**config.mk**
```make
export PLATFORM = sky130hd
export DESIGN_NAME = sa_result_drain
export DESIGN_NICKNAME = d
export VERILOG_FILES = /design/src/rtl/sa_result_drain.sv
export SDC_FILE = /design/constraint.sdc
export NUM_CORES = 1
export LEC_CHECK = 0
export ABC_CLOCK_PERIOD_IN_PS = 2150
export CORE_UTILIZATION = 35
export DETAILED_ROUTE_END_ITERATION = 7
export PLACE_DENSITY = 0.7
export SYNTH_ARGS = -nofsm -noshare
export SYNTH_HDL_FRONTEND = slang
export SYNTH_SLANG_ARGS = --single-unit
```
**constraint.sdc**
```tcl
create_clock -name clk -period 2.15 [get_ports clk]
set_input_delay 0.3225 -clock clk [delete_from_list [all_inputs] [get_ports clk]]
set_output_delay 0.3225 -clock clk [all_outputs]
set_load 0.005 [all_outputs]
```
**src/rtl/sa_result_drain.sv**
```systemverilog
// Result drain for the 4x4 systolic array: captures C0..C3 on a done edge and
// streams the 16 words row-major over valid/ready. Optional SA_DRAIN_ACCUM_EN adds tile accumulation.
module sa_result_drain #(
  parameter int DATA_BITS  = 32,
  parameter int DATAC_BITS = 128
) (
  input  logic                  clk,
  input  logic                  sa_rst_n,
`ifdef SA_DRAIN_ACCUM_EN
  input  logic                  tile_first_i,
  input  logic                  tile_last_i,
`endif
  input  logic                  sa_done,
  input  logic [DATAC_BITS-1:0] local_buffer_C0,
  input  logic [DATAC_BITS-1:0] local_buffer_C1,
  input  logic [DATAC_BITS-1:0] local_buffer_C2,
  input  logic [DATAC_BITS-1:0] local_buffer_C3,
  output logic                  out_valid_o,
  input  logic                  out_ready_i,
  output logic [DATA_BITS-1:0]  out_data_o,
  output logic [3:0]            out_idx_o,
  output logic                  out_last_o,
  output logic                  drain_busy_o,
  output logic                  overrun_o
);

  localparam int N_ROWS  = 4;
  localparam int N_WORDS = 16;

  if (DATAC_BITS != N_ROWS * DATA_BITS) begin : g_bad_cfg
    $error("sa_result_drain: DATAC_BITS must equal 4*DATA_BITS");
  end

  typedef enum logic [1:0] {
    S_IDLE  = 2'b00,
    S_DRAIN = 2'b01
  } state_e;

  state_e               state_q, state_d;
  logic                 done_prev_q, done_prev_d;
  logic [DATA_BITS-1:0] word_q [N_WORDS];
  logic [DATA_BITS-1:0] word_d [N_WORDS];
  logic [3:0]           idx_q, idx_d;
  logic                 valid_q, valid_d;
  logic [DATA_BITS-1:0] data_q, data_d;
  logic                 last_q, last_d;
  logic                 overrun_q, overrun_d;

  logic [DATAC_BITS-1:0] c_row  [N_ROWS];
  logic [DATA_BITS-1:0]  c_word [N_WORDS];
  logic                  done_edge;
  logic                  handshake;
  logic [3:0]            next_idx;

  assign c_row[0] = local_buffer_C0;
  assign c_row[1] = local_buffer_C1;
  assign c_row[2] = local_buffer_C2;
  assign c_row[3] = local_buffer_C3;

  // Column 0 sits in the MSBs of each row.
  always_comb begin
    for (int r = 0; r < N_ROWS; r++) begin
      for (int c = 0; c < N_ROWS; c++) begin
        c_word[r*N_ROWS + c] = c_row[r][DATAC_BITS-1-c*DATA_BITS -: DATA_BITS];
      end
    end
  end

  assign done_edge = sa_done && !done_prev_q;
  assign handshake = valid_q && out_ready_i;
  assign next_idx  = idx_q + 4'd1;

  always_comb begin
    state_d     = state_q;
    done_prev_d = sa_done;
    word_d      = word_q;
    idx_d       = idx_q;
    valid_d     = valid_q;
    data_d      = data_q;
    overrun_d   = overrun_q;

    unique case (state_q)
      S_IDLE: begin
        if (done_edge) begin
          for (int k = 0; k < N_WORDS; k++) begin
`ifdef SA_DRAIN_ACCUM_EN
            word_d[k] = (tile_first_i ? '0 : word_q[k]) + c_word[k];
`else
            word_d[k] = c_word[k];
`endif
          end
`ifdef SA_DRAIN_ACCUM_EN
          if (tile_last_i) begin
            state_d = S_DRAIN;
            idx_d   = 4'd0;
            valid_d = 1'b1;
            data_d  = word_d[0];
          end
`else
          state_d = S_DRAIN;
          idx_d   = 4'd0;
          valid_d = 1'b1;
          data_d  = word_d[0];
`endif
        end
      end
      S_DRAIN: begin
        // The array must not be restarted while draining; a new tile here is lost.
        if (done_edge) overrun_d = 1'b1;
        if (handshake) begin
          if (idx_q == 4'd15) begin
            valid_d = 1'b0;
            state_d = S_IDLE;
          end else begin
            idx_d  = next_idx;
            data_d = word_q[next_idx];
          end
        end
      end
      default: state_d = S_IDLE;
    endcase

    last_d = valid_d && (idx_d == 4'd15);
  end

  // NOTE: state updates use non-blocking assignments so every flop samples
  // pre-edge values regardless of statement order.
  always_ff @(posedge clk) begin
    if (!sa_rst_n) begin
      state_q     <= S_IDLE;
      done_prev_q <= 1'b0;
      idx_q       <= 4'd0;
      valid_q     <= 1'b0;
      data_q      <= '0;
      last_q      <= 1'b0;
      overrun_q   <= 1'b0;
      // NOTE: the capture file is reset because accumulation and reset-state
      // visibility depend on it; a pure buffer would normally skip this.
      for (int k = 0; k < N_WORDS; k++) word_q[k] <= '0;
    end else begin
      state_q     <= state_d;
      done_prev_q <= done_prev_d;
      idx_q       <= idx_d;
      valid_q     <= valid_d;
      data_q      <= data_d;
      last_q      <= last_d;
      overrun_q   <= overrun_d;
      for (int k = 0; k < N_WORDS; k++) word_q[k] <= word_d[k];
    end
  end

  assign out_valid_o  = valid_q;
  assign out_data_o   = data_q;
  assign out_idx_o    = idx_q;
  assign out_last_o   = last_q;
  assign drain_busy_o = (state_q == S_DRAIN);
  assign overrun_o    = overrun_q;

endmodule
```
Word level (Yosys, flattened, before mapping)
Index checks and enable logic that the tools add are counted.
{ "op_classes": {"addsub": 1, "magnitude_cmp": 1, "n_eq_ne": 7, "n_mux": 19, "n_bitwise": 1, "n_reduce_logical": 10} }
{ "ops": {"columns": ["operator", "n"], "rows": [
  ["2-to-1 mux 32 bit", 5],
  ["binary-select mux 32 bit (select 4 bit)", 1],
  ["case mux 32 bit (2 select lines)", 1],
  ["2-to-1 mux 4 bit", 3],
  ["== test 4 bit (second input constant)", 2],
  ["case mux 4 bit (2 select lines)", 1],
  ["2-to-1 mux 2 bit", 3],
  ["greater-or-equal comparator 5 bit (second input constant)", 1],
  ["inverter 4 -> 5 bit", 1],
  ["adder 4 x 1 -> 4 bit (second input constant)", 1],
  ["inequality test 2 x 1 -> 1 bit (second input constant)", 2],
  ["inequality test 2 bit (second input constant)", 2],
  ["case mux 2 bit (2 select lines)", 1],
  ["AND reduction 2 bit", 2],
  ["AND reduction 4 bit", 1],
  ["logical AND 1 bit", 3],
  ["2-to-1 mux 1 bit", 3],
  ["AND reduction 3 bit", 1],
  ["== test 2 x 1 -> 1 bit (second input constant)", 1],
  ["zero test 2 bit", 1],
  ["case mux 1 bit (2 select lines)", 1],
  ["nonzero test 2 bit", 1],
  ["zero test 1 bit", 1]
]} }
{ "word_totals": {"reg_bits": 554, "in_bits": 516, "output_inout_bits": 40} }

Longest topological paths before layout
{ "logic_depth": {"word_depth": 8, "mapped_depth": 8, "depth_no_buf": 6} }

Worst setup path after synthesis
Ideal clock, no wire load.
{ "synth_path": {"kind": "register -> register", "start": "register idx_q[1] (netlist: out_idx_o[1])", "end": "register data_q[10] (netlist: out_data_o[10])", "setup_ns": 0.119, "arrival_time_ns": 1.937, "required_time_ns": 2.031, "slack_ns": 0.094, "stages_incl_launch_ff": 9, "n_path_buf": 3, "period_less_slack_ns": 2.056, "path_cell_list": "dfxtp_1 -> ha_1 -> buf_4 -> buf_2 -> buf_2 -> mux4_2 -> mux2i_1 -> nor2_1 -> o221a_1"} }
{ "synth_via": {"elab_chain_cells": 8, "word_cells_on_any_way": 11, "cone_classes": "add/sub (1); eq/ne (2); mux (6); bitwise (1); reduce/logical (1)"} }
{ "synth_rtl": {"columns": ["element", "line", "text"], "rows": [
  ["from (decl)", "43", "logic [3:0] idx_q, idx_d;"],
  ["from (signal assigned)", "143", "idx_q <= idx_d;"],
  ["adder 4 x 1 -> 4 bit", "71", "assign next_idx = idx_q + 4'd1;"],
  ["inverter 4 -> 5 bit (not written as such)", "116", "data_d = word_q[next_idx];"],
  ["binary-select mux 32 bit (select 4 bit)", "116", null],
  ["2-to-1 mux 32 bit (not written as such) (2 in series)", "116", null],
  ["2-to-1 mux 32 bit", "111", "if (idx_q == 4'd15) begin"],
  ["2-to-1 mux 32 bit", "110", "if (handshake) begin"],
  ["case mux 32 bit (2 select lines)", "82", "unique case (state_q)"],
  ["to (signal assigned)", "145", "data_q <= data_d;"],
  ["to (decl)", "45", "logic [DATA_BITS-1:0] data_q, data_d;"]
]} }
Several ways; a longest one is shown, not always the timed one. The select of a mux whose other input is x is not followed.
A chain may end at the register's enable or synchronous reset.

Final worst setup path
{ "layout_path": {"start": "register idx_q[0] (netlist: out_idx_o[0])", "end": "register data_q[5] (netlist: out_data_o[5])"} }
Same word-level chain as after synthesis.

==> out/summary.txt <==
RR Startpoint: out_idx_o[0]
cell taking the most area after synthesis: dfxtp_1
CP arrival: 2720 ps
clock root buffer: clkbuf_16
DP Worst Slack: -320 ps
CTS Hold Bufs: 0
initial antenna violation count: 13
Least-Margin Pin Slew: 694 ps
Initial DRC Count: 1811
Hold Violations, Final: 0
Achievable Freq: 0.451 GHz
worst rel slew slack: 53.8%
maximum VDD drop: 0.630 mV
htree depth: 2
final-report setup violation count: 10
CP Class: flip-flop to flip-flop
largest net degree at the start of global routing: 173
synth top area cells: dfxtp_1 (45%), nand2_1 (16%), a21boi_0 (16%), mux4_2 (12%), mux2i_1 (2.7%)
full die area: 70900 um2
reg2reg setup slack: -70 ps
HP Class: input port to flip-flop
fin nets: 3721
Die Ht: 266 um
# port buffers: 555
Final WS setup: -65.7 ps
DRT Wirelength: 94.0 mm
syn nets: 3203
first-pass GRT wire length: 134 mm
failing checks: negative setup slack
1st-pass router iterations: 6
I/O pin total: 556
Worst Skew: 18.9 ps
CTS Buf Count: 58
CTS tree: done
Max Slew Vio Count: 0
Max-cap violations: 0
synthesized flop and latch total: 553
die width: 266 um
Worst-Skew Late Latency: 620 ps
Starting Density: 35.5%
Post-synth EDFFs: 0
Crit path required time: 2660 ps
drt via density: 5.15
Crit. Startpoint: out_idx_o[0]
layout cells sized above 1: 11.9%
Syn Std Cell Area: 24500 um2
most frequent cells after synthesis: nand2_1 (1033), dfxtp_1 (553), a21boi_0 (512)
dpl cells: 4047
Static Leak: 12.4 nW
RSZ-0062 raised after global routing: yes
gr usage total: 25.6%
CORE AREA: 68800 um2
GRT overflow: 0
Remaining DRCs: 0
area growth from synthesis to layout: 39.6%
GPL Wtd Cong: 0.960
top-count cell post-synth: nand2_1
vias in the first global route: 20800
Post-synth ARST share: 0%
Final Non-Filler Cells: 4189
Worst R2R End: out_data_o[5]
Syn Area/Cell: 9.11 um2
YS warnings: 0
R2R cell count: 8
Setup crit end: out_data_o[5]
maximum clock path buffer count: 3
Synth cell types: 33
Sinks on Clock Net: 553
final core utilization: 49.6%
Final period util: 103%
Rows: 96
dpl cell area: 31600 um2
Top FF cell, synth: dfxtp_1
clk slew on worst S/H paths: 60 ps
post-route ant nets: 0
outcome: complete, but fails checks
Period minus WS final: 2220 ps
synthesized instance count: 2686
WHS Path Cells: 2
CP max FO: 6
Setup crit end kind: flip-flop
Startpoint Class: flip-flop
register area share after synthesis: 45.3%
Vias: 21600
WL/cell: 22.4 um
Pwr per Cell Area: 750 nW/um2
top cell type's share of synthesized area: 45.3%
Detail Placement HPWL: 71.7 mm
final instance area: 34100 um2
-- final cells by class --
cell class	instances	area, um2
Antenna cell	9	22.5
Multi-Input combinational cell	1903	12600
Clock inverter	26	307
Tap cell	931	1160
Clock buffer	79	1700
Sequential cell	553	11100
Inverter	1	3.75
Timing Repair Buffer	687	7310
Fill cell	6346	34700
-- logic make-up after synthesis --
group / count (synthesis) / share of synthesized area (%)
AOI/OAI and AO/OA: 620 / 19.1
xor gates and xnor gates: 2 / 0.0716
adders and majority gates: 1 / 0.0511
buffers and inverters: 230 / 4.14
DFF: 553 / 45.3
muxes: 193 / 14.5
and+or+nand+nor: 1087 / 16.9
-- where the power goes --
group | internal [W] | total, W | switching (W)
clock network | 0.00624 | 0.0106 | 0.00435
registers | 0.0109 | 0.0113 | 0.000437
logic | 0.00199 | 0.00372 | 0.00173
total | 0.0191 | 0.0256 | 0.00651
-- through the flow --
step	hold slack (ps)	total power, W	TNS, ps
after detailed placement	455	0.0151	-2800
after global routing	27.9	0.0264	-1500
after floorplan	439	0.0129	0
after CTS	4.58	0.0257	-128
final	38.8	0.0256	-326
after global placement	446	0.0151	-2230
-- worst max-delay path: stages (launching register included) --
cell and delay, ps:
dfxtp_4 360, ha_4 320, buf_12 140, buf_8 120, buf_4 120, mux4_2 520, mux2i_1 160, o211ai_1 150
o221a_1 230
-- worst min path at each step --
stage,slack (ps),start,end
4_1_cts,5,sa_rst_n,out_data_o[27]
2_1_floorplan,440,word_q[378],word_q[378]
3_5_place_dp,460,word_q[496],word_q[496]
6_report,40,sa_rst_n,out_data_o[27]
3_3_place_gp,450,word_q[500],word_q[500]
5_1_grt,30,sa_rst_n,out_data_o[27]
-- registers in the layout (all words and copies together), names as in the netlist --
name	count
out_data_o	32
out_idx_o	4
out_last_o	1
overrun_o	1
word_q	512
state_q	1
done_prev_q	1
out_valid_o	1
-- placed cells by master (no fill, tap or decap), types with 12 or more instances in the layout --
cell	count
nand2_1	1032
mux2i_1	54
o221a_1	32
o211ai_1	32
mux4_2	127
clkbuf_8	15
o21ai_0	34
buf_12	46
nor2_1	34
buf_4	72
clkdlybuf4s50_1	553
dfxtp_1	550
a21boi_0	512
clkbuf_16	62
clkinv_2	12
-- layer usage --
layer | track usage [%] | part of all wire, % | vias up
met5 | 0 | 0.050 | -
met1 | 33.6 | 42 | 10300
met2 | 40.2 | 45 | 894
met4 | 11.8 | 4.5 | 8
met3 | 5.23 | 8.0 | 176
li1 | - | - | 10200
-- timing repair --
| item | CTS | global route |
|---|---|---|
| cloned | 1 | 3 |
| pin swaps | 0 | 21 |
| resized for setup | 22 | 20 |
| setup buffers | 6 | 18 |
| endpoints found under the setup margin | 35 | 29 |
Power figures use the tool's default switching activity.
